**config.mk**
```make
export PLATFORM = sky130hd
export DESIGN_NAME = fetch_unit_q_flat
export DESIGN_NICKNAME = d
export VERILOG_FILES = /design/src/rtl/fetch_unit_q_if.sv /design/src/rtl/fetch_unit_q.sv /design/src/flat_wrapper.sv
export SDC_FILE = /design/constraint.sdc
export NUM_CORES = 1
export LEC_CHECK = 0
export ABC_AREA = 1
export CORE_UTILIZATION = 58
export CTS_BUF_LIST = sky130_fd_sc_hd__clkbuf_16
export CTS_CLUSTER_DIAMETER = 100
export CTS_CLUSTER_SIZE = 25
export DETAILED_ROUTE_END_ITERATION = 8
export DONT_BUFFER_PORTS = 1
export PLACE_DENSITY = 0.76
export SYNTH_ARGS = -nofsm -noshare
export SYNTH_HDL_FRONTEND = slang
export SYNTH_SLANG_ARGS = --single-unit
```
**constraint.sdc**
```tcl
create_clock -name clock -period 1.67 [get_ports clock]
set_input_delay 0.334 -clock clock [delete_from_list [all_inputs] [get_ports clock]]
set_output_delay 0.334 -clock clock [all_outputs]
set_load 0.02 [all_outputs]
```
**src/rtl/fetch_unit_q_if.sv**
```systemverilog
// Fetch-stage bus bundle: redirect input, instruction-memory port and the
// valid/ready hand-off to decode. The master side is the fetch unit, the
// slave side is the surrounding core/memory environment.
interface fetch_unit_q_if #(
    parameter int PC_SIZE = 32,
    parameter int INSTR_W = 32
);
    logic               redirect;
    logic [PC_SIZE-1:0] redirect_pc;
    logic               imem_req;
    logic [PC_SIZE-1:0] imem_addr;
    logic [INSTR_W-1:0] imem_rdata;
    logic               out_valid;
    logic               out_ready;
    logic [PC_SIZE-1:0] out_pc;
    logic [INSTR_W-1:0] out_instr;

    modport master (
        input  redirect, redirect_pc, imem_rdata, out_ready,
        output imem_req, imem_addr, out_valid, out_pc, out_instr
    );

    modport slave (
        output redirect, redirect_pc, imem_rdata, out_ready,
        input  imem_req, imem_addr, out_valid, out_pc, out_instr
    );
endinterface

```
**src/rtl/fetch_unit_q.sv**
```systemverilog
// Instruction-fetch stage with next-PC generation, redirect flush and a
// FQ_DEPTH-entry fetch queue between a 1-cycle-latency instruction memory
// and decode. Optional macro IF_PERF_CNT_EN adds the perf_fetched and
// perf_flushed event counters.
module fetch_unit_q #(
    parameter int                 PC_SIZE  = 32,
    parameter int                 INSTR_W  = 32,
    parameter int                 PC_STEP  = 1,
    parameter int                 FQ_DEPTH = 4,
    parameter logic [PC_SIZE-1:0] RESET_PC = '0
) (
    input  logic                      clock,
    input  logic                      reset,
    fetch_unit_q_if.master            bus,
    output logic [$clog2(FQ_DEPTH):0] fq_count
`ifdef IF_PERF_CNT_EN
    ,
    output logic [31:0]               perf_fetched,
    output logic [31:0]               perf_flushed
`endif
);
    localparam int AW = $clog2(FQ_DEPTH);
    localparam int CW = AW + 1;
    localparam logic [CW:0] OCC_LIMIT = (CW+1)'(FQ_DEPTH);

    logic [PC_SIZE-1:0] fetch_pc;
    logic [PC_SIZE-1:0] req_pc;
    logic               inflight;

    logic [PC_SIZE-1:0] pc_mem    [FQ_DEPTH];
    logic [INSTR_W-1:0] instr_mem [FQ_DEPTH];
    logic [AW-1:0]      rd_ptr;
    logic [AW-1:0]      wr_ptr;
    logic [CW-1:0]      count;

    logic [CW:0]        occupancy;
    logic               issue;
    logic               enq;
    logic               deq;

    // Slots already reserved by queued entries plus the outstanding request
    assign occupancy = {1'b0, count} + {{CW{1'b0}}, inflight};

    // Issue only when a queue slot is guaranteed for the response
    assign issue = reset & ~bus.redirect & (occupancy < OCC_LIMIT);
    assign enq   = inflight & ~bus.redirect;
    assign deq   = (count != '0) & bus.out_ready;

    assign bus.imem_req  = issue;
    assign bus.imem_addr = fetch_pc;
    assign bus.out_valid = (count != '0);
    assign bus.out_pc    = pc_mem[rd_ptr];
    assign bus.out_instr = instr_mem[rd_ptr];
    assign fq_count      = count;

    // Next-PC generation and in-flight tracking; redirect restarts at the target
    always_ff @(posedge clock or negedge reset) begin
        if (!reset) begin
            fetch_pc <= RESET_PC;
            req_pc   <= '0;
            inflight <= 1'b0;
        end else if (bus.redirect) begin
            fetch_pc <= bus.redirect_pc;
            inflight <= 1'b0;
        end else if (issue) begin
            fetch_pc <= fetch_pc + PC_SIZE'(PC_STEP);
            req_pc   <= fetch_pc;
            inflight <= 1'b1;
        end else begin
            inflight <= 1'b0;
        end
    end

    // Queue pointers and occupancy; redirect empties the queue in one cycle
    always_ff @(posedge clock or negedge reset) begin
        if (!reset) begin
            rd_ptr <= '0;
            wr_ptr <= '0;
            count  <= '0;
        end else if (bus.redirect) begin
            rd_ptr <= '0;
            wr_ptr <= '0;
            count  <= '0;
        end else begin
            if (enq) begin
                wr_ptr <= wr_ptr + AW'(1);
            end
            if (deq) begin
                rd_ptr <= rd_ptr + AW'(1);
            end
            case ({enq, deq})
                2'b10:   count <= count + CW'(1);
                2'b01:   count <= count - CW'(1);
                default: count <= count;
            endcase
        end
    end

    // Queue storage: capture {req_pc, rdata} when a live response returns
    always_ff @(posedge clock or negedge reset) begin
        if (!reset) begin
            for (int i = 0; i < FQ_DEPTH; i++) begin
                pc_mem[i]    <= '0;
                instr_mem[i] <= '0;
            end
        end else if (enq) begin
            pc_mem[wr_ptr]    <= req_pc;
            instr_mem[wr_ptr] <= bus.imem_rdata;
        end
    end

`ifdef IF_PERF_CNT_EN
    // Count decode transfers and entries/responses discarded by redirects
    always_ff @(posedge clock or negedge reset) begin
        if (!reset) begin
            perf_fetched <= '0;
            perf_flushed <= '0;
        end else begin
            if (deq) begin
                perf_fetched <= perf_fetched + 32'd1;
            end
            if (bus.redirect) begin
                perf_flushed <= perf_flushed + 32'(count) - 32'(deq) + 32'(inflight);
            end
        end
    end
`endif

endmodule

```
**src/flat_wrapper.sv**
```systemverilog
// flat-port wrapper written by rule: the top's interface ports become plain ports
module fetch_unit_q_flat 
#(
    parameter int                 PC_SIZE  = 32,
    parameter int                 INSTR_W  = 32,
    parameter int                 PC_STEP  = 1,
    parameter int                 FQ_DEPTH = 4,
    parameter logic [PC_SIZE-1:0] RESET_PC = '0
)
  (clock, reset, fq_count, bus_redirect, bus_redirect_pc, bus_imem_rdata, bus_out_ready, bus_imem_req, bus_imem_addr, bus_out_valid, bus_out_pc, bus_out_instr);
  fetch_unit_q_if #(.PC_SIZE(PC_SIZE), .INSTR_W(INSTR_W)) bus_i ();
  input  logic clock;
  input  logic reset;
  output logic [$clog2(FQ_DEPTH):0] fq_count;
  input wire logic [$bits(bus_i.redirect)-1:0] bus_redirect;
  input wire logic [$bits(bus_i.redirect_pc)-1:0] bus_redirect_pc;
  input wire logic [$bits(bus_i.imem_rdata)-1:0] bus_imem_rdata;
  input wire logic [$bits(bus_i.out_ready)-1:0] bus_out_ready;
  output wire logic [$bits(bus_i.imem_req)-1:0] bus_imem_req;
  output wire logic [$bits(bus_i.imem_addr)-1:0] bus_imem_addr;
  output wire logic [$bits(bus_i.out_valid)-1:0] bus_out_valid;
  output wire logic [$bits(bus_i.out_pc)-1:0] bus_out_pc;
  output wire logic [$bits(bus_i.out_instr)-1:0] bus_out_instr;
  assign bus_i.redirect = bus_redirect;
  assign bus_i.redirect_pc = bus_redirect_pc;
  assign bus_i.imem_rdata = bus_imem_rdata;
  assign bus_i.out_ready = bus_out_ready;
  assign bus_imem_req = bus_i.imem_req;
  assign bus_imem_addr = bus_i.imem_addr;
  assign bus_out_valid = bus_i.out_valid;
  assign bus_out_pc = bus_i.out_pc;
  assign bus_out_instr = bus_i.out_instr;
  fetch_unit_q #(.PC_SIZE(PC_SIZE), .INSTR_W(INSTR_W), .PC_STEP(PC_STEP), .FQ_DEPTH(FQ_DEPTH), .RESET_PC(RESET_PC)) u_core (.clock(clock), .reset(reset), .bus(bus_i), .fq_count(fq_count));
endmodule
```
Word-level counts from Yosys, hierarchy flattened
Cells that the tools add are included.

word-level totals
  register bits after elaboration = 328
  bits of input ports = 68
  word-level logic and storage cells = 60

cells by class
  $add $sub $neg = 6
  $lt $le $gt $ge = 4
  equality and inequality tests = 2
  multiplexer cells = 20
  bitwise operators = 7
  reduce and logical (&&, ||, !) cells = 7

operators by type and width
  kind                                                                           number
  128-bit bitwise mux                                                            2
  32-bit two-way mux                                                             7
  32-bit binary-select mux with 2-bit select                                     2
  32-bit demux with 2-bit select                                                 1
  32-bit by 1-bit adder with 32-bit output (second input constant)               1
  2-bit two-way mux                                                              4
  3-bit greater-or-equal comparator (second input constant)                      2
  2-bit inverter with 3-bit output                                               2
  3-bit case mux with 2 select lines                                             1
  2-bit nonzero test                                                             3
  3-bit nonzero test                                                             2
  2-bit by 1-bit adder with 2-bit output (second input constant)                 2
  3-bit by 1-bit adder with 4-bit output                                         1
  1-bit bitwise AND                                                              4
  4-bit by 3-bit less-than comparator with 1-bit output (second input constant)  1
  3-bit by 1-bit adder with 3-bit output (second input constant)                 1
  3-bit by 1-bit less-than comparator with 1-bit output (second input constant)  1
  3-bit two-way mux                                                              1
  3-bit by 1-bit subtractor with 3-bit output (second input constant)            1
  2-bit by 1-bit == test with 1-bit output (second input constant)               1
  2-bit == test (second input constant)                                          1
  1-bit two-way mux                                                              2
  2-bit AND reduction                                                            1
  1-bit logical AND                                                              1
  1-bit inverter                                                                 1

Longest topological paths before layout
  depth in word-level cells = 6
  mapped depth = 10

Worst setup path after synthesis
OpenSTA, ideal clock, no wires.

  path type = flip-flop to flip-flop
  start = register u_core.count[0] (netlist: u_core.fq_count[0])
  end = register u_core.count[2] (netlist: u_core.fq_count[2])
  arrival = 1.863 ns
  data required time = 1.544 ns
  slack = -0.319 ns
  stages on the path, launching flop included = 10
  buffers on the path = 0
  cell sequence = dfrtp_1 > inv_1 > nand3_1 > nand3_2 > inv_1 > fa_1 > xnor2_1 > xor2_1 > nand2_1 > o21ai_0

between the ends
  longest elaborated chain between the ends = 5
  elaborated cells on any way between the ends = 9

RTL lines
  item                                                                              RTL line            source
  from (decl)                                                                       fetch_unit_q.sv:34  logic [CW-1:0] count;
  from (signal assigned)                                                            fetch_unit_q.sv:92  2'b10: count <= count + CW'(1);
  from (signal assigned)                                                            fetch_unit_q.sv:93  2'b01: count <= count - CW'(1);
  from (signal assigned)                                                            fetch_unit_q.sv:94  default: count <= count;
  3-bit nonzero test (*)                                                            --
  via bus_out_valid                                                                 flat_wrapper.sv:21  output wire logic [$bits(bus_i.out_valid)-1:0] bus_out_valid;
  1-bit bitwise AND (*)                                                             fetch_unit_q.sv:47  assign deq = (count != '0) & bus.out_ready;
  2-bit by 1-bit == test with 1-bit output / 2-bit == test (equally long branches)  fetch_unit_q.sv:91  case ({enq, deq})
  3-bit case mux with 2 select lines                                                fetch_unit_q.sv:91
  3-bit two-way mux                                                                 fetch_unit_q.sv:80  end else if (bus.redirect) begin

Mark *: on every way through the listed nets, which the timed path passes. The rest lies on a longest branch.
A chain may end at the register's enable or synchronous reset.

Final worst setup path
  start = register u_core.rd_ptr[0]
  end = output port bus_out_pc[28]

between the ends
  longest elaborated chain between the ends = 4

RTL lines
  item                                                    RTL line            source
  from (decl)                                             fetch_unit_q.sv:32  logic [AW-1:0] rd_ptr;
  from (signal assigned)                                  fetch_unit_q.sv:89  rd_ptr <= rd_ptr + AW'(1);
  2-bit inverter with 3-bit output (implied by the code)  fetch_unit_q.sv:52  assign bus.out_pc = pc_mem[rd_ptr];
  32-bit binary-select mux with 2-bit select              fetch_unit_q.sv:52
  32-bit two-way mux (implied by the code) (2 in a row)   fetch_unit_q.sv:52
  to (decl)                                               flat_wrapper.sv:22  output wire logic [$bits(bus_i.out_pc)-1:0] bus_out_pc;

No other way between the ends. The select of a mux whose other input is x is not followed.

==> results.ini <==
[outcome]
outcome = complete, but fails checks
violations = negative hold slack, negative setup slack

[logic_synthesis]
synth_compound_area_share_pct = 17.9
synth-edff-count = 0
synth_nets = 1848
ys_seq_area_share_pct = 54.4
synth_seq_cells = 328
syn_inst = 1774
ys_warn_count = 0
ys_async_sr_fraction_pct = 100
synth_top_family_by_area = simple AND/OR/NAND/NOR gates
synth_xor_area_share_pct = 0.290
yosys.area_share.simple_pct = 18.4
yosys.area_share.adder_pct = 0.547
synth-main-ff-cell = dfrtp_1
muxShareOfSynthArea_pct = 0
synth_cell_types = 33
syn_area_per_cell_um2 = 8.50
syn-cell-area_um2 = 15100

[detailed_routing]
wirelength_mm = 41.6
drt_iter0_drc = 1356
viasPerCell = 5.93
wl_per_cell_um = 19.1
num_vias = 12900
drc = 0
dr.pass1.iters = 5
postRouteAntennaNets = 0

[worst_setup_path]
critical_path_class = register to output pin
reg2reg_from = u_core.fq_count[2]
path_max_fanout = 9
startpoint = u_core.rd_ptr[0]
end_kind = output pin
crit_path_top_delay_cell = dfrtp_4
crit_path_start_kind = register
crit_required_ps = 1340
crit_arrival_ps = 1900
max_stage_delay_ps = 550
path_cells = buf_12 -> clkbuf_16 -> o21ai_1 -> o22ai_2 -> buf_4

[finish]
area_delta_synth_final_pct = 21.4
layout-drive-gt1-share_pct = 18.1
diodes = 0
fin_area_um2 = 18300
layout.nets = 1916

[floorplanning]
die_x_um = 163
core_um2 = 25300
ios = 169
die-area_um2 = 26700
die_h_um = 163
rows = 58
start_util_pct = 59.6

[timing]
rsz0062_at_grt = yes
finalHoldWorstSlack_ps = -478
finalHoldViolCount = 328
worst-slew-pin-transition_ps = 677
setup_tns_ps = -31090
maxSlewViolCount = 0
skew_ps = 26.9
min_period_over_period_pct = 134
fmax_mhz = 448
setup_viol = 65
setup_slack_ps = -563
layout_min_cycle_time_ps = 2230
relSlewSlack_pct = 54.9

[placement]
gp_congestion = 0.943
postPlaceCellArea_um2 = 16200
dpl.hpwl_mm = 23.4
portBuffers = 0

[clocking]
clockBufferDepth = 3
cts_tree = yes
cts_sinks = 328
clkTransAtPathRegs_ps = 100
numCtsBuffers = 17
insertion_delay_ps = 510
htree_levels = 1
cts_root_buffer = clkbuf_16
ctsHoldBuffers = 24

[global_routing]
antenna_found_initial = 0
grt_usage_pct = 29.7
grt_pass1_vias = 12400
grt_overflow = 0
grt_max_degree = 330
grt_pass1_wl_mm = 63.3

[worst_hold_path]
hold_path_class = input pin to asynchronous set/reset pin

[power]
vdd_ir_drop_max_mv = 1.07
powerDensity_nw_per_um2 = 1700
p_leak_nw = 8.61

[flow_run]
drv_cap = 0

cell usage after synthesis (2+ instances only):
master	n	area, µm²
o21bai_1	2	15.0
inv_2	3	11.3
buf_6	36	405
nand3b_1	10	75.1
nor2_1	174	653
o21ai_0	374	1870
nand2_1	395	1480
inv_1	125	469
nor2_4	7	78.8
xor2_1	4	35.0
nand3_2	2	20.0
ha_1	5	62.6
o21ai_1	55	275
nor2_2	5	31.3
o211ai_1	7	52.6
clkbuf_1	29	109
nand2_2	9	56.3
a21oi_1	16	80.1
buf_2	42	210
inv_4	2	12.5
nand4_1	7	43.8
dfrtp_1	328	8210
nor3_1	2	10.0
nand3_1	57	285
nand2_4	2	22.5
o22ai_1	64	400
buf_4	6	45.0
per-stage QoR:
stage                     hold WS [ps]  util [%]  worst slack (ps)  power [W]  std cells
after floorplan                   38.4         -             -52.0     0.0195       1774
after global placement            46.1      64.0             -14.3     0.0226       2088
after detailed placement          46.3      64.0             -29.5     0.0231       2088
after CTS                         -497      69.6              -539     0.0292       2156
after global routing              -506      72.3              -587     0.0327       2174
final                             -478      72.3              -563     0.0311       2174
repair_timing:
action	CTS	global route
gates resized for setup	116	131
setup endpoints to repair	65	88
cloned	10	17
buffers inserted	13	5
pin swaps	18	47
hold endpoints to repair	341	328
state kept, by name (all words and copies together), names as in the netlist:
| register | cells |
|---|---|
| u_core.bus.imem_addr | 32 |
| u_core.pc_mem | 128 |
| u_core.fq_count | 3 |
| u_core.inflight | 1 |
| u_core.wr_ptr | 2 |
| u_core.req_pc | 32 |
| u_core.rd_ptr | 2 |
| u_core.instr_mem | 128 |
critical path: cells and delay by family (launching register included):
| family | cells | cell delay [ps] |
|---|---|---|
| flops | 1 | 550 |
| buf+inv | 3 | 540 |
| compound gates | 2 | 290 |
layout make-up:
type                       instances  area [µm²]
clock buffer                      17         425
fill                            1839        7010
inverter                         130         520
sequential                       328        8220
tap                              330         413
clock inverter                     4        41.3
timing repair buffer             163        2240
multi-input combinational       1202        6450
report_power, final:
group / internal, W / switching (W) / total, W / leakage [nW]
registers: 0.0102 / 0.00161 / 0.0118 / 4.27
logic: 0.00625 / 0.00854 / 0.0148 / 4.11
clock network: 0.00188 / 0.00255 / 0.00443 / 0.237
total: 0.0184 / 0.0127 / 0.0311 / 8.61
final timing paths:
kind | slack [ps] | depth (start not counted) | endpoint
setup / recovery | -560 | 5 | bus_out_pc[28]
setup reg to reg | 0 | 10 | u_core.fq_count[2]
hold / removal | -480 | 0 | u_core.instr_mem[42]
hold reg to reg | 490 | 2 | u_core.pc_mem[95]
min in group clock | 10 | 2 | u_core.bus.imem_addr[7]
max in group asynchronous | 1580 | 0 | u_core.instr_mem[93]
cells by family after synthesis:
group           count (synthesis)
simple gates                  672
fa+ha+maj                       6
xor+xnor                        5
compound gates                519
buf+inv                       244
flops                         328
per-layer routing:
metal | GRT usage, % | wire length, µm
met1 | 39.1 | 17000
met2 | 51.0 | 20400
met3 | 4.72 | 2920
met4 | 7.90 | 1230
met5 | 0 | 0
cells in the final DEF, fill, tap and decap left out, types with 16 or more instances in the layout:
cell type,instances
a21oi_1,16
buf_12,26
buf_4,52
buf_6,35
clkbuf_16,30
dfrtp_1,323
dlygate4sd3_1,24
inv_1,123
nand2_1,395
nand3_1,56
nor2_1,136
nor2_2,31
nor2_4,19
o21ai_0,278
o21ai_1,122
o21ai_2,26
o22ai_2,52
No activity file was read; power rests on OpenSTA's default activity.
